**src/rtl/fifo_wr_arbiter_if.sv**
```systemverilog
// -----------------------------------------------------------------------------
// fifo_wr_arbiter_if
//
// Purpose:
//   Bundles the requester-side handshake and the FIFO write-port signals of
//   fifo_wr_arbiter into one interface. Clock and reset stay outside as plain
//   module ports.
//
// Parameters:
//   NREQ   number of requesters
//   WIDTH  data width of one beat (matches the FIFO data width)
//   CNT_W  width of the accepted-beat statistics counter
//
// Signals:
//   req            requester -> arbiter   per-requester write request
//   wrdata         requester -> arbiter   requester k data at [k*WIDTH +: WIDTH]
//   fifo_full      FIFO      -> arbiter   FIFO full flag
//   fifo_alm_full  FIFO      -> arbiter   FIFO almost-full flag (>= 2 free slots)
//   gnt            arbiter   -> requester registered one-hot grant or zero
//   ack            arbiter   -> requester beat on wrdata[k] taken this cycle
//   fifo_wren      arbiter   -> FIFO      registered write enable
//   fifo_wrdata    arbiter   -> FIFO      registered write data
//   busy           arbiter   -> status    1 while a burst is granted
//   beat_cnt_total arbiter   -> status    running count of accepted beats
//
// Modports:
//   slave   the arbiter's view
//   master  the environment's view (requesters, FIFO flags, status reader)
// -----------------------------------------------------------------------------
interface fifo_wr_arbiter_if #(
    parameter int NREQ  = 4,
    parameter int WIDTH = 128,
    parameter int CNT_W = 32
) ();

    logic [NREQ-1:0]       req;
    logic [NREQ*WIDTH-1:0] wrdata;
    logic                  fifo_full;
    logic                  fifo_alm_full;
    logic [NREQ-1:0]       gnt;
    logic [NREQ-1:0]       ack;
    logic                  fifo_wren;
    logic [WIDTH-1:0]      fifo_wrdata;
    logic                  busy;
    logic [CNT_W-1:0]      beat_cnt_total;

    modport slave (
        input  req,
        input  wrdata,
        input  fifo_full,
        input  fifo_alm_full,
        output gnt,
        output ack,
        output fifo_wren,
        output fifo_wrdata,
        output busy,
        output beat_cnt_total
    );

    modport master (
        output req,
        output wrdata,
        output fifo_full,
        output fifo_alm_full,
        input  gnt,
        input  ack,
        input  fifo_wren,
        input  fifo_wrdata,
        input  busy,
        input  beat_cnt_total
    );

endinterface

```
**src/rtl/fifo_wr_arbiter.sv**
```systemverilog
// -----------------------------------------------------------------------------
// fifo_wr_arbiter
//
// Purpose:
//   Round-robin arbiter sharing one FIFO write port among NREQ requesters.
//   A winner is granted for a burst of up to MAX_BURST accepted beats. Every
//   accepted beat is registered onto fifo_wren/fifo_wrdata one cycle later.
//   Any almost-full or full indication stalls acceptance; because at most one
//   beat is ever in flight and almost-full still leaves two free slots, the
//   FIFO cannot overflow.
//
// State table:
//   state | meaning
//   IDLE  | no grant; picks the next winner when a request is present and
//         | the FIFO is not throttling
//   BURST | one requester granted; beats accepted while not stalled; leaves
//         | after MAX_BURST beats or when the winner drops its request
//
// Ports:
//   clk   in  clock, all state updates on the rising edge
//   rstn  in  asynchronous reset, active HIGH despite the name
//   bus   slave modport of fifo_wr_arbiter_if (request/ack, FIFO write port,
//         status outputs)
//
// Parameters:
//   NREQ       number of requesters (2..8)
//   WIDTH      beat data width
//   MAX_BURST  maximum accepted beats per grant (1..256)
//   CNT_W      width of beat_cnt_total
// -----------------------------------------------------------------------------
module fifo_wr_arbiter #(
    parameter int NREQ      = 4,
    parameter int WIDTH     = 128,
    parameter int MAX_BURST = 8,
    parameter int CNT_W     = 32
) (
    input  logic              clk,
    input  logic              rstn,
    fifo_wr_arbiter_if.slave  bus
);

    localparam int IDX_W = (NREQ > 1) ? $clog2(NREQ) : 1;
    // The burst counter only has to reach MAX_BURST-1: the final beat ends the
    // burst instead of being counted.
    localparam int BC_W  = (MAX_BURST > 1) ? $clog2(MAX_BURST) : 1;

    localparam logic [IDX_W-1:0] LAST_IDX  = IDX_W'(NREQ - 1);
    localparam logic [BC_W-1:0]  BURST_END = BC_W'(MAX_BURST - 1);

    typedef enum logic {
        IDLE  = 1'b0,
        BURST = 1'b1
    } state_t;

    state_t            state_q, state_d;
    logic [NREQ-1:0]   gnt_q, gnt_d;
    logic [IDX_W-1:0]  last_winner_q, last_winner_d;
    logic [BC_W-1:0]   burst_cnt_q, burst_cnt_d;
    logic              wren_q, wren_d;
    logic [WIDTH-1:0]  wrdata_q, wrdata_d;
    logic              busy_q, busy_d;
    logic [CNT_W-1:0]  beat_cnt_q, beat_cnt_d;

    logic              stall;
    logic              accept;
    logic              win_found;
    logic [IDX_W-1:0]  win_idx;
    logic [NREQ-1:0]   ack;
    logic [WIDTH-1:0]  req_data [NREQ];

    // -------------------------------------------------------------------------
    // Input unpacking and throttle
    // -------------------------------------------------------------------------
    always_comb begin
        for (int k = 0; k < NREQ; k++) begin
            req_data[k] = bus.wrdata[k*WIDTH +: WIDTH];
        end
    end

    assign stall = bus.fifo_alm_full | bus.fifo_full;

    // -------------------------------------------------------------------------
    // Round-robin winner search: first requester with req set, starting just
    // after the previous winner and wrapping modulo NREQ. The previous winner
    // itself is checked last, so a lone requester still wins every time.
    // -------------------------------------------------------------------------
    always_comb begin
        int               cand;
        logic [IDX_W-1:0] cand_idx;
        win_found = 1'b0;
        win_idx   = '0;
        cand      = 0;
        cand_idx  = '0;
        for (int i = 1; i <= NREQ; i++) begin
            cand     = (int'(last_winner_q) + i) % NREQ;
            cand_idx = IDX_W'(cand);
            if (!win_found && bus.req[cand_idx]) begin
                win_found = 1'b1;
                win_idx   = cand_idx;
            end
        end
    end

    // -------------------------------------------------------------------------
    // Acceptance: only the granted requester, only in BURST, only unstalled.
    // gnt_q is one-hot, so accept is a single-beat event.
    // -------------------------------------------------------------------------
    assign ack    = (state_q == BURST && !stall) ? (gnt_q & bus.req) : '0;
    assign accept = |ack;

    // -------------------------------------------------------------------------
    // Next-state and datapath
    // -------------------------------------------------------------------------
    always_comb begin
        state_d       = state_q;
        gnt_d         = gnt_q;
        last_winner_d = last_winner_q;
        burst_cnt_d   = burst_cnt_q;
        wren_d        = 1'b0;
        wrdata_d      = wrdata_q;
        beat_cnt_d    = beat_cnt_q;

        case (state_q)
            IDLE: begin
                gnt_d = '0;
                if (win_found && !stall) begin
                    state_d       = BURST;
                    gnt_d         = NREQ'(1) << win_idx;
                    last_winner_d = win_idx;
                    burst_cnt_d   = '0;
                end
            end

            BURST: begin
                if (accept) begin
                    wren_d      = 1'b1;
                    wrdata_d    = req_data[last_winner_q];
                    beat_cnt_d  = beat_cnt_q + CNT_W'(1);
                    burst_cnt_d = burst_cnt_q + BC_W'(1);
                end
                // A dropped request ends the burst even while stalled.
                if ((accept && burst_cnt_q == BURST_END) || !bus.req[last_winner_q]) begin
                    state_d     = IDLE;
                    gnt_d       = '0;
                    burst_cnt_d = '0;
                end
            end

            default: begin
                state_d     = IDLE;
                gnt_d       = '0;
                burst_cnt_d = '0;
            end
        endcase

        busy_d = (state_d == BURST);
    end

    // -------------------------------------------------------------------------
    // State registers. Reset clears the in-flight beat immediately.
    // -------------------------------------------------------------------------
    always_ff @(posedge clk or posedge rstn) begin
        if (rstn) begin
            state_q       <= IDLE;
            gnt_q         <= '0;
            last_winner_q <= LAST_IDX;
            burst_cnt_q   <= '0;
            wren_q        <= 1'b0;
            wrdata_q      <= '0;
            busy_q        <= 1'b0;
            beat_cnt_q    <= '0;
        end else begin
            state_q       <= state_d;
            gnt_q         <= gnt_d;
            last_winner_q <= last_winner_d;
            burst_cnt_q   <= burst_cnt_d;
            wren_q        <= wren_d;
            wrdata_q      <= wrdata_d;
            busy_q        <= busy_d;
            beat_cnt_q    <= beat_cnt_d;
        end
    end

    // -------------------------------------------------------------------------
    // Outputs
    // -------------------------------------------------------------------------
    assign bus.gnt            = gnt_q;
    assign bus.ack            = ack;
    assign bus.fifo_wren      = wren_q;
    assign bus.fifo_wrdata    = wrdata_q;
    assign bus.busy           = busy_q;
    assign bus.beat_cnt_total = beat_cnt_q;

endmodule
```
**src/flat_wrapper.sv**
```systemverilog
// flat-port wrapper written by rule: the top's interface ports become plain ports
module fifo_wr_arbiter_flat 
#(
    parameter int NREQ      = 4,
    parameter int WIDTH     = 128,
    parameter int MAX_BURST = 8,
    parameter int CNT_W     = 32
)
  (clk, rstn, bus_req, bus_wrdata, bus_fifo_full, bus_fifo_alm_full, bus_gnt, bus_ack, bus_fifo_wren, bus_fifo_wrdata, bus_busy, bus_beat_cnt_total);
  fifo_wr_arbiter_if #(.NREQ(NREQ), .WIDTH(WIDTH), .CNT_W(CNT_W)) bus_i ();
  input  logic clk;
  input  logic rstn;
  input wire logic [$bits(bus_i.req)-1:0] bus_req;
  input wire logic [$bits(bus_i.wrdata)-1:0] bus_wrdata;
  input wire logic [$bits(bus_i.fifo_full)-1:0] bus_fifo_full;
  input wire logic [$bits(bus_i.fifo_alm_full)-1:0] bus_fifo_alm_full;
  output wire logic [$bits(bus_i.gnt)-1:0] bus_gnt;
  output wire logic [$bits(bus_i.ack)-1:0] bus_ack;
  output wire logic [$bits(bus_i.fifo_wren)-1:0] bus_fifo_wren;
  output wire logic [$bits(bus_i.fifo_wrdata)-1:0] bus_fifo_wrdata;
  output wire logic [$bits(bus_i.busy)-1:0] bus_busy;
  output wire logic [$bits(bus_i.beat_cnt_total)-1:0] bus_beat_cnt_total;
  assign bus_i.req = bus_req;
  assign bus_i.wrdata = bus_wrdata;
  assign bus_i.fifo_full = bus_fifo_full;
  assign bus_i.fifo_alm_full = bus_fifo_alm_full;
  assign bus_gnt = bus_i.gnt;
  assign bus_ack = bus_i.ack;
  assign bus_fifo_wren = bus_i.fifo_wren;
  assign bus_fifo_wrdata = bus_i.fifo_wrdata;
  assign bus_busy = bus_i.busy;
  assign bus_beat_cnt_total = bus_i.beat_cnt_total;
  fifo_wr_arbiter #(.NREQ(NREQ), .WIDTH(WIDTH), .MAX_BURST(MAX_BURST), .CNT_W(CNT_W)) u_core (.clk(clk), .rstn(rstn), .bus(bus_i));
endmodule
```
**config.mk**
```make
export PLATFORM = sky130hd
export DESIGN_NAME = fifo_wr_arbiter_flat
export DESIGN_NICKNAME = d
export VERILOG_FILES = /design/src/rtl/fifo_wr_arbiter_if.sv /design/src/rtl/fifo_wr_arbiter.sv /design/src/flat_wrapper.sv
export SDC_FILE = /design/constraint.sdc
export NUM_CORES = 1
export LEC_CHECK = 0
export ABC_CLOCK_PERIOD_IN_PS = 6950
export CORE_AREA = 4 4 263 265
export DETAILED_ROUTE_END_ITERATION = 10
export DIE_AREA = 0 0 267 269
export PLACE_DENSITY_LB_ADDON = 0.08
export SYNTH_ARGS = -nofsm -noshare
export SYNTH_HDL_FRONTEND = slang
export SYNTH_SLANG_ARGS = --single-unit
```
**constraint.sdc**
```tcl
create_clock -name clk -period 6.95 [get_ports clk]
set_clock_uncertainty 0.15 [all_clocks]
set_input_delay 1.39 -clock clk [delete_from_list [all_inputs] [get_ports clk]]
set_output_delay 1.39 -clock clk [all_outputs]
set_load 0.01 [all_outputs]
```
==> results.yml <==
setup_path:
  path_common_cell: "clkdlybuf4s50_1"
  crit_type: "input pin to primary output"
  r2r-end: "u_core.bus.fifo_wrdata[3]"
  cpMaxStageDelayCell: "or3b_1"
  cp_cell_sequence: "clkdlybuf4s50_1, or3b_1, nor2_1, clkdlybuf4s50_1"
  crit_arrival_ns: 3.12
  cp_num_buf_inv: 2
  endpoint_kind: "primary output"
  crit_required_ns: 5.41
  rrSetupSlack_ns: 4.00
  r2r_start: "u_core.last_winner_q[1]"
  worstPathMaxFanout: 8
  cpPeakStageDelay_ns: 0.57
  r2r_cells: 3
  worst_setup_path_start_kind: "input pin"
  critPathTopFamily: "buffers and inverters"
timing:
  hold_violations: 0
  maxSlewViolCount: 0
  min_period_over_period: 0.6712
  fin_crit_ns: 4.665
  setup_ws_ns: 2.285
  worstMarginPinSlew_ns: 1.148
  max_slew_margin: 0.2304
  fin_tns_setup_ns: 0
  rsz0062_at_grt: "no"
  hold_slack_ns: 0.3414
  max_freq_mhz: 214.4
  setup_viol: 0
job:
  maxCapViolations: 0
pwr:
  internal_power_mw: 3.591
  power_switching_mw: 1.900
  p_clk_frac: 0.193
  total_power_mw: 5.491
  p_leak_nw: 6.953
  combPwrFrac: 0.509
  p_sw_frac: 0.3461
  vdd_drop_max_v: 0.0002342
  power_density_nw_per_um2: 299.4
  power_frac_seq: 0.298
die:
  core_area_um2: 66800
  die_area_um2: 71820
  initial_core_util: 0.1476
  io_pins: 690
  rows: 95
  die_h_um: 269
  fp.dieW_um: 267
worst_hold_path:
  min_from: "u_core.bus.beat_cnt_total[31]"
  hold_class: "flip-flop to flip-flop"
  min_path_cells: 1
  whs_endpoint: "u_core.bus.beat_cnt_total[31]"
final_layout:
  drive_gt1_frac: 0.2347
  nNetsFinal: 1814
  synthToLayoutAreaGrowth_pct: 86.06
  nFillCells: 6941
yosys:
  synth_flop_cell: "dfrtp_1"
  synth.cell_area_um2: 9857
  seq_area_frac_synth: 0.4344
  ys_warn_count: 0
  ys_ff_latch: 171
  syn_avg_cell_area_um2: 15.82
  syn_nets: 1146
  synthCells: 623
  synth_edf_count: 0
  async_flop_share: 1.000
  synth_cell_type_count: 38
detailed_routing:
  drcViolationCount: 0
  drtIter0Drc: 215
  wl_per_cell_um: 23.32
  firstDrtPassIters: 4
  ant_nets: 0
  vias: 8579
  routed_via_density: 3.935
  drt_wl_total_um: 50840
grt:
  grt_pass1_wl_um: 70930
  grt_pass1_vias: 9794
  grt_max_degree: 141
  antenna_found_initial: 4
  grt.overflow.total: 0
  grt_use_total: 0.1383
clocking:
  clk_pin_slew_ns: 0.08
  cts_tree: "built"
  post_cts_buffers: 0
  htreeDepth: 4
  numCtsBuffers: 17
  clock-sinks: 171
  clockRootBuffer: "clkbuf_16"
  clk_path_buf_depth: 2
  cts_hold_buf: 0
  ctsResizeCount: 0
  clock_latency_ns: 0.48
placement:
  gp_congestion: 0.8336
  dpl.hpwl_um: 41160
  portBuffers: 689
  place_ws_ns: 2.287
status:
  status: "complete, no violations"
==> cells by family (layout without fill, tap and decap cells) <==
family          count (synthesis)  after routing  share of synthesized area
simple gates                   88             88                    0.04824
flops                         171            171                     0.4344
buf+inv                        52            733                    0.02678
compound gates                 18             18                    0.01498
other cells                     0              3                          0
xor+xnor                       31             31                    0.02755
fa+ha+maj                       3              3                   0.003808
mux                           260            260                     0.4443
==> power by group through the flow <==
| stage | sequential, mW | combinational [mW] | clock, mW |
|---|---|---|---|
| after global placement | 1.66 | 2.92 | 0 |
| after floorplan | 1.66 | 1.37 | 0 |
| after global routing | 1.70 | 2.99 | 1.15 |
| after detailed placement | 1.67 | 2.89 | 0 |
| after CTS | 1.66 | 2.90 | 1.12 |
| final | 1.63 | 2.79 | 1.06 |
==> layout make-up <==
type                            count  area [um2]  area share
Timing Repair Buffer              696        6974      0.3803
Multi-Input combinational cell    400        5324      0.2903
Sequential cell                   171        4289      0.2339
Tap cell                          873        1092     0.05956
Clock buffer                       17       425.4     0.02320
Clock inverter                     15       201.4     0.01098
Inverter                            5       26.28    0.001433
Antenna cell                        3       7.507   0.0004093
==> routing by layer <==
| layer | global-route usage | wire, um |
|---|---|---|
| met4 | 0.03212 | 481 |
| met3 | 0.04371 | 3400 |
| met2 | 0.2647 | 28510 |
| met1 | 0.1484 | 18450 |
| met5 | 0 | 7 |
==> registers in the layout, indices dropped and copies added, names as in the netlist <==
signal                     count
u_core.bus.fifo_wren           1
u_core.bus.gnt                 4
u_core.burst_cnt_q             3
u_core.last_winner_q           2
u_core.state_q                 1
u_core.bus.fifo_wrdata       128
u_core.bus.beat_cnt_total     32
==> per-stage QoR <==
step | instance area, um2 | std cells | utilization
global route | 18340 | 2178 | 0.2745
finish | 18340 | 2180 | 0.2745
detailed placement | 17710 | 2145 | 0.2651
CTS | 18330 | 2177 | 0.2744
floorplan | 9857 | 623 | -
global placement | 17710 | 2145 | 0.2651
==> Yosys cell counts, types with 2 or more instances <==
| cell | n | share of area |
|---|---|---|
| nor2_1 | 11 | 0.0042 |
| buf_4 | 12 | 0.0091 |
| mux4_2 | 129 | 0.29 |
| ha_1 | 3 | 0.0038 |
| dfstp_2 | 2 | 0.0053 |
| nand2_1 | 19 | 0.0072 |
| nand4_1 | 20 | 0.013 |
| o2bb2ai_1 | 2 | 0.0018 |
| and4_1 | 4 | 0.0036 |
| nor4_1 | 2 | 0.0013 |
| and3_1 | 5 | 0.0032 |
| a22oi_1 | 2 | 0.0015 |
| xnor2_1 | 30 | 0.027 |
| nand3_1 | 12 | 0.0061 |
| inv_1 | 5 | 0.0019 |
| a22o_1 | 3 | 0.0027 |
| nor3_1 | 5 | 0.0025 |
| a21oi_1 | 2 | 0.0010 |
| nand2b_1 | 5 | 0.0032 |
| buf_2 | 19 | 0.0096 |
| clkbuf_1 | 16 | 0.0061 |
| dfrtp_1 | 169 | 0.43 |
| a211oi_2 | 2 | 0.0025 |
| mux2_2 | 130 | 0.15 |
==> worst max path at each step <==
stage	depth (start not counted)	end	startpoint	slack, ns
CTS	4	bus_ack[2]	bus_fifo_full	2.29
global placement	4	bus_ack[2]	bus_fifo_full	2.30
finish	4	bus_ack[3]	bus_fifo_full	2.29
detailed placement	4	bus_ack[2]	bus_fifo_full	2.29
global route	4	bus_ack[1]	bus_fifo_full	2.22
floorplan	1	u_core.burst_cnt_q[0]	rstn	0.78
==> placed cells by master (no fill, tap or decap), drive strengths merged, types with 2 or more instances in the layout <==
master / n
clkdlybuf4s50: 689
dfrtp: 169
mux2: 130
mux4: 129
xnor2: 30
nand4: 20
nand2: 19
clkbuf: 17
inv: 13
nand3: 12
nor2: 11
buf: 7
nand2b: 5
and3: 5
nor3: 5
clkinv: 5
and4: 4
diode: 3
a22o: 3
ha: 3
a211oi: 3
a21oi: 3
a22oi: 2
nor4: 2
o2bb2ai: 2
bufinv: 2
dfstp: 2
==> worst reg2reg max path, stage by stage, from the launching register on <==
cell     delay, ns
dfstp_4       1.16
buf_4         0.69
mux4_2        0.55
mux2_2        0.29
Power figures use the tool's default switching activity.
==> edit 1, RTL diff (same flow settings) <==
`wrdata_q` no longer has a reset.
--- a/src/rtl/fifo_wr_arbiter.sv
+++ b/src/rtl/fifo_wr_arbiter.sv
@@ -167,5 +167,4 @@
             burst_cnt_q   <= '0;
             wren_q        <= 1'b0;
-            wrdata_q      <= '0;
             busy_q        <= 1'b0;
             beat_cnt_q    <= '0;
@@ -176,8 +175,11 @@
             burst_cnt_q   <= burst_cnt_d;
             wren_q        <= wren_d;
-            wrdata_q      <= wrdata_d;
             busy_q        <= busy_d;
             beat_cnt_q    <= beat_cnt_d;
         end
+    end
+
+    always_ff @(posedge clk) begin
+        wrdata_q <= wrdata_d;
     end
 
Behaviour: differs if rstn is asserted again (counterexample within 4 cycles, from zero or initial values and one cycle with rstn high); with rstn held inactive, the same outputs for 4 cycles.
==> edit 1 against the original RTL <==
Worst setup slack improved by 0.14 ns. Global-route usage about the same. Total power decreased by 27%. Count of clock-buffer cells in the layout increased by 4. Sequential share of layout area increased by 4.8 points. Synthesized area decreased by 9.4%. Non-clock buffer count decreased by 2. Cell area decreased by 4.6%. Sequential power decreased by 15%. Wire length increased by 1.2%. Die area unchanged. Sequential cell count unchanged.
==> edit 1: results (changes against the original RTL) <==
Status = completed
Worst R2R Start = u_core.last_winner_q[0]
Layout fillers = 6882 (-0.85%)
Iteration-0 DRC Markers = 252 (+17%)
VDD IR max = 0.000214 V (-8.6%)
Hold slack = 0.347 ns (+0.00594 ns)
Worst Path Arrival = 2.98 ns (-0.14 ns)
Largest net degree at the start of global routing = 92 (-35%)
CP max FO = 6 (-2)
Multi-input combinational area share = 0.219 (-0.0713)
Post-DP HPWL = 43000 um (+4.5%)
Synth Area in Compound Gates = 0.0205 (+0.00547)
Post-DR vias/cell = 3.71 (-5.7%)
Antenna violations before repair = 27 (+23)
First-pass GRT wire length = 67700 um (-4.6%)
Number of global-route vias before repair = 8457 (-14%)
Clock-cell share = 0.0342 (about the same)
Tot GR Track Use = 0.138 (-0.000281)
Synth async-reset ratio = 0.251 (-0.749)
Period utilisation layout = 0.651 (-0.0207)
Slowest stage delay, CP = 0.53 ns (-0.04 ns)
Worst Min Path Start = u_core.burst_cnt_q[0]
Distinct cells, synth = 41 (+7.9%)
Signal buf overhead = 0.398 (+0.0176)
Adder-cell share of the synthesized area = 0.00420 (+0.000394)
Post-synth top cells = 129 x mux4_2, 128 x edfxtp_1, 41 x dfrtp_1
RR Endpoint = u_core.state_q
Critical Path Slowest Stage Cell = clkdlybuf4s50_1
WHS Endpoint = u_core.burst_cnt_q[0]
DR WL/cell = 25.0 um (+7.2%)
Final non-filler cell total = 2058 (-5.6%)
Clock buffers = 21 (+4)
Register area share after synthesis = 0.551 (+0.117)
ANT cells = 15 (+12)
Invs w/o clock = 10 (+5)
P_leak = 6.03 nW (-13%)
Area Growth Syn to Fin = 95.8%
Avg Inst Size Synth = 18.8 um2 (+19%)
Fraction of area in registers = 0.282 (+0.0480)
Reg2Reg Depth = 5 (+2)
Worst slew pin tran = 1.03 ns (-0.123 ns)
Worst slack, placed = 2.42 ns (+0.136 ns)
R2R Setup Slk = 4.01 ns (about the same)
XOR/XNOR Fraction of Synth Area = 0.0304 (+0.00285)
Multiplexer area fraction after synthesis = 0.325 (-0.119)
Syn Nets = 998 (-13%)
Multi-input comb cells = 263 (-34%)
Placed cells = 2011 (-6.2%)
Top post-synthesis cells by area = edfxtp_1 43%, mux4_2 33%, dfrtp_1 11%, xnor2_1 1.8%, xor2_1 1.3%
-- edit 1: changes by cell type in the layout (fill, tap and decap cells not counted), moves of 11 or more --
cell      unedited run  this run
dfrtp_1            169        41
nand4_1             20         9
xor2_1               1        13
xnor2_1             30        18
edfxtp_1             0       128
diode_2              3        15
mux2_2             130         0
-- edit 1: report_power, final --
part           switching [mW]  internal (mW)
Sequential              0.110           1.27
Clock                   0.489          0.540
Combinational           0.594          0.994
Total                    1.19           2.80
-- edit 1: metal layers --
layer  share of wire  vias to the layer above  GRT usage  routed length (um)
met3           0.092                       59     0.0629                4710
met1            0.33                     3802      0.134               16900
met2            0.56                      348      0.258               28900
li1                -                     3411          -                   -
met4           0.016                       14     0.0505                 799
met5          0.0019                        -          0                  97
==> edit 2, RTL diff (same settings) <==
Made on the original files. `WIDTH` is set to 128 in 3 places; all go to 132.
--- a/src/rtl/fifo_wr_arbiter_if.sv
+++ b/src/rtl/fifo_wr_arbiter_if.sv
@@ -30,5 +30,5 @@
 interface fifo_wr_arbiter_if #(
     parameter int NREQ  = 4,
-    parameter int WIDTH = 128,
+    parameter int WIDTH = 132,
     parameter int CNT_W = 32
 ) ();
--- a/src/rtl/fifo_wr_arbiter.sv
+++ b/src/rtl/fifo_wr_arbiter.sv
@@ -31,5 +31,5 @@
 module fifo_wr_arbiter #(
     parameter int NREQ      = 4,
-    parameter int WIDTH     = 128,
+    parameter int WIDTH     = 132,
     parameter int MAX_BURST = 8,
     parameter int CNT_W     = 32
--- a/src/flat_wrapper.sv
+++ b/src/flat_wrapper.sv
@@ -3,5 +3,5 @@
 #(
     parameter int NREQ      = 4,
-    parameter int WIDTH     = 128,
+    parameter int WIDTH     = 132,
     parameter int MAX_BURST = 8,
     parameter int CNT_W     = 32
Interface: changed (resized bus_fifo_wrdata and bus_wrdata); port bits go from 690 to 710. The function was not compared with the original's and may differ.
==> edit 2 against the original RTL <==
Worst setup slack lost 0.16 ns. Sequential cell count rose by 4. Wire length rose by 7.2%. Non-clock buffer count grew 24. Total power is 1.3% higher. Sequential share of layout area hardly changed. Cell area rose by 2.3%. Synthesized area grew 2.5%. Largest power group unchanged.
==> edit 2: results (changes against the original RTL) <==
Setup bufs post-CTS = 0 (unchanged)
Most used DFF post-synth = dfrtp_1
CTS resizes = 0 (unchanged)
Rel. slew slack = 0.387 (+0.156)
Placed cells = 2435 (+14%)
Worst Path Arrival = 3.29 ns (+0.17 ns)
CP top delay family = buffers and inverters
Min Tclk post-route = 4.83 ns (+0.162 ns)
1st-pass router iterations = 7 (+3)
Antenna violations before repair = 4 (unchanged)
First-pass GRT wire length = 75600 um (+6.6%)
Iteration-0 DRC Markers = 287 (+33%)
Net switching power = 2.01 mW (+5.5%)
Slowest stage delay, CP = 0.67 ns (+0.10 ns)
VDD IR max = 0.000166 V (-29%)
Port Buffers = 709 (+2.9%)
DR WL/cell = 22.1 um (-5.4%)
Post-DR vias/cell = 3.91 (-0.62%)
CP max FO = 7 (-1)
R2R Setup Slk = 3.68 ns (-0.32 ns)
Register clock-pin slew on the reported worst setup and hold paths = 0.07 ns
Worst-skew pair later-pin latency = 0.48 ns (about the same)
Status = completed
Number of global-route vias before repair = 10800 (+10%)
Layout cells sized above 1 = 0.120 (-0.114)
Worst Hold Class = flip-flop to flip-flop
Largest net degree at the start of global routing = 85 (-40%)
Post-DP HPWL = 44500 um (+8.1%)
Worst slack, placed = 2.11 ns (-0.173 ns)
Synth async-reset ratio = 1.00 (unchanged)
Register area share after synthesis = 0.434 (-0.000797)
Warnings, synthesis = 0 (unchanged)
P_leak = 7.70 nW (+11%)
CTS buffer count = 17 (unchanged)
DRC Markers = 0 (unchanged)
Tot GR Track Use = 0.147 (+0.00854)
Root buffer cell = clkbuf_16
Avg Inst Size Synth = 11.1 um2 (-30%)
Distinct cells, synth = 39 (+2.6%)
Routability cong. = 0.788 (-5.5%)
Clk buf depth = 2 (unchanged)
Vias = 9656 (+13%)
Post-synth top cells = 418 x nand2_1, 173 x dfrtp_1, 132 x mux4_2
Fin nets = 2120 (+17%)
Top post-synthesis cells by area = dfrtp_1 43%, mux4_2 29%, nand2_1 16%, xnor2_1 2.2%, clkbuf_1 1.3%
Critical Path Slowest Stage Cell = or3b_1
Max reg flops = 132 (+3.1%)
Syn Nets = 1446 (+26%)
H-tree depth = 4 (unchanged)
[edit 2: cell types whose count changed after synthesis, moves of 5 or more]
cell | before | now
xnor2_1 | 30 | 25
nand4_1 | 20 | 4
clkbuf_1 | 16 | 34
buf_4 | 12 | 0
mux2_2 | 130 | 1
buf_1 | 0 | 7
nand3_2 | 0 | 6
nand2_1 | 19 | 418
[edit 2: worst min-delay path, cell delays in order, from the launching register on]
cell and delay [ns]:
dfrtp_1 0.34, nand2_1 0.05, nand2_1 0.05
[edit 2: cells by family (layout without fill, tap and decap cells)]
| group | Yosys count | after routing | synth area share |
|---|---|---|---|
| adders and majority gates | 3 | 3 | 0.00371 |
| muxes | 136 | 136 | 0.298 |
| buffers and inverters | 72 | 759 | 0.0316 |
| and+or+nand+nor | 470 | 470 | 0.187 |
| AOI/OAI and AO/OA | 20 | 20 | 0.0178 |
| DFF | 175 | 175 | 0.434 |
| xor gates and xnor gates | 31 | 31 | 0.0276 |
| other | 0 | 2 | 0 |
[edit 2: layer usage]
layer / global-route usage / routed length [um]
met3: 0.0573 / 4650
met5: 0 / 13
met2: 0.271 / 28900
met1: 0.157 / 20000
met4: 0.0401 / 965
[edit 2: stage by stage]
stage,area (um2),power (mW),hold WS (ns),util
2_1_floorplan,10100,3.03,0.327,-
3_3_place_gp,18100,4.62,0.309,0.271
3_5_place_dp,18100,4.60,0.311,0.271
4_1_cts,18800,5.75,0.329,0.281
5_1_grt,18800,5.95,0.346,0.281
6_report,18800,5.56,0.322,0.281
[edit 2: path summary, 6_finish.rpt]
| check | cells after the start | to | start |
|---|---|---|---|
| max in group asynchronous | 3 | u_core.bus.fifo_wrdata[74] | rstn |
| min reg2reg | 2 | u_core.bus.fifo_wrdata[63] | u_core.bus.fifo_wrdata[63] |
| max | 4 | bus_ack[1] | bus_fifo_full |
| min | 2 | u_core.bus.fifo_wrdata[63] | u_core.bus.fifo_wrdata[63] |
| max reg2reg | 6 | u_core.bus.fifo_wrdata[93] | u_core.state_q |
| min in group asynchronous | 2 | u_core.bus.fifo_wrdata[126] | rstn |
[edit 2: power groups by stage]
stage | logic, mW | clock network [mW] | registers [mW]
2_1_floorplan | 1.35 | 0 | 1.68
3_3_place_gp | 2.98 | 0 | 1.64
3_5_place_dp | 2.96 | 0 | 1.64
4_1_cts | 2.97 | 1.15 | 1.63
5_1_grt | 3.10 | 1.18 | 1.68
6_report | 2.87 | 1.08 | 1.62
[edit 2: cell type report]
cell class	count	area [um2]
fillers	7009	48000
repair buffers	720	7190
multi-input cells	660	5410
flip-flops and latches	175	4390
well taps	873	1090
clock buffers	17	425
clock inverters	15	208
inverters	7	36.3
diodes	2	5.00
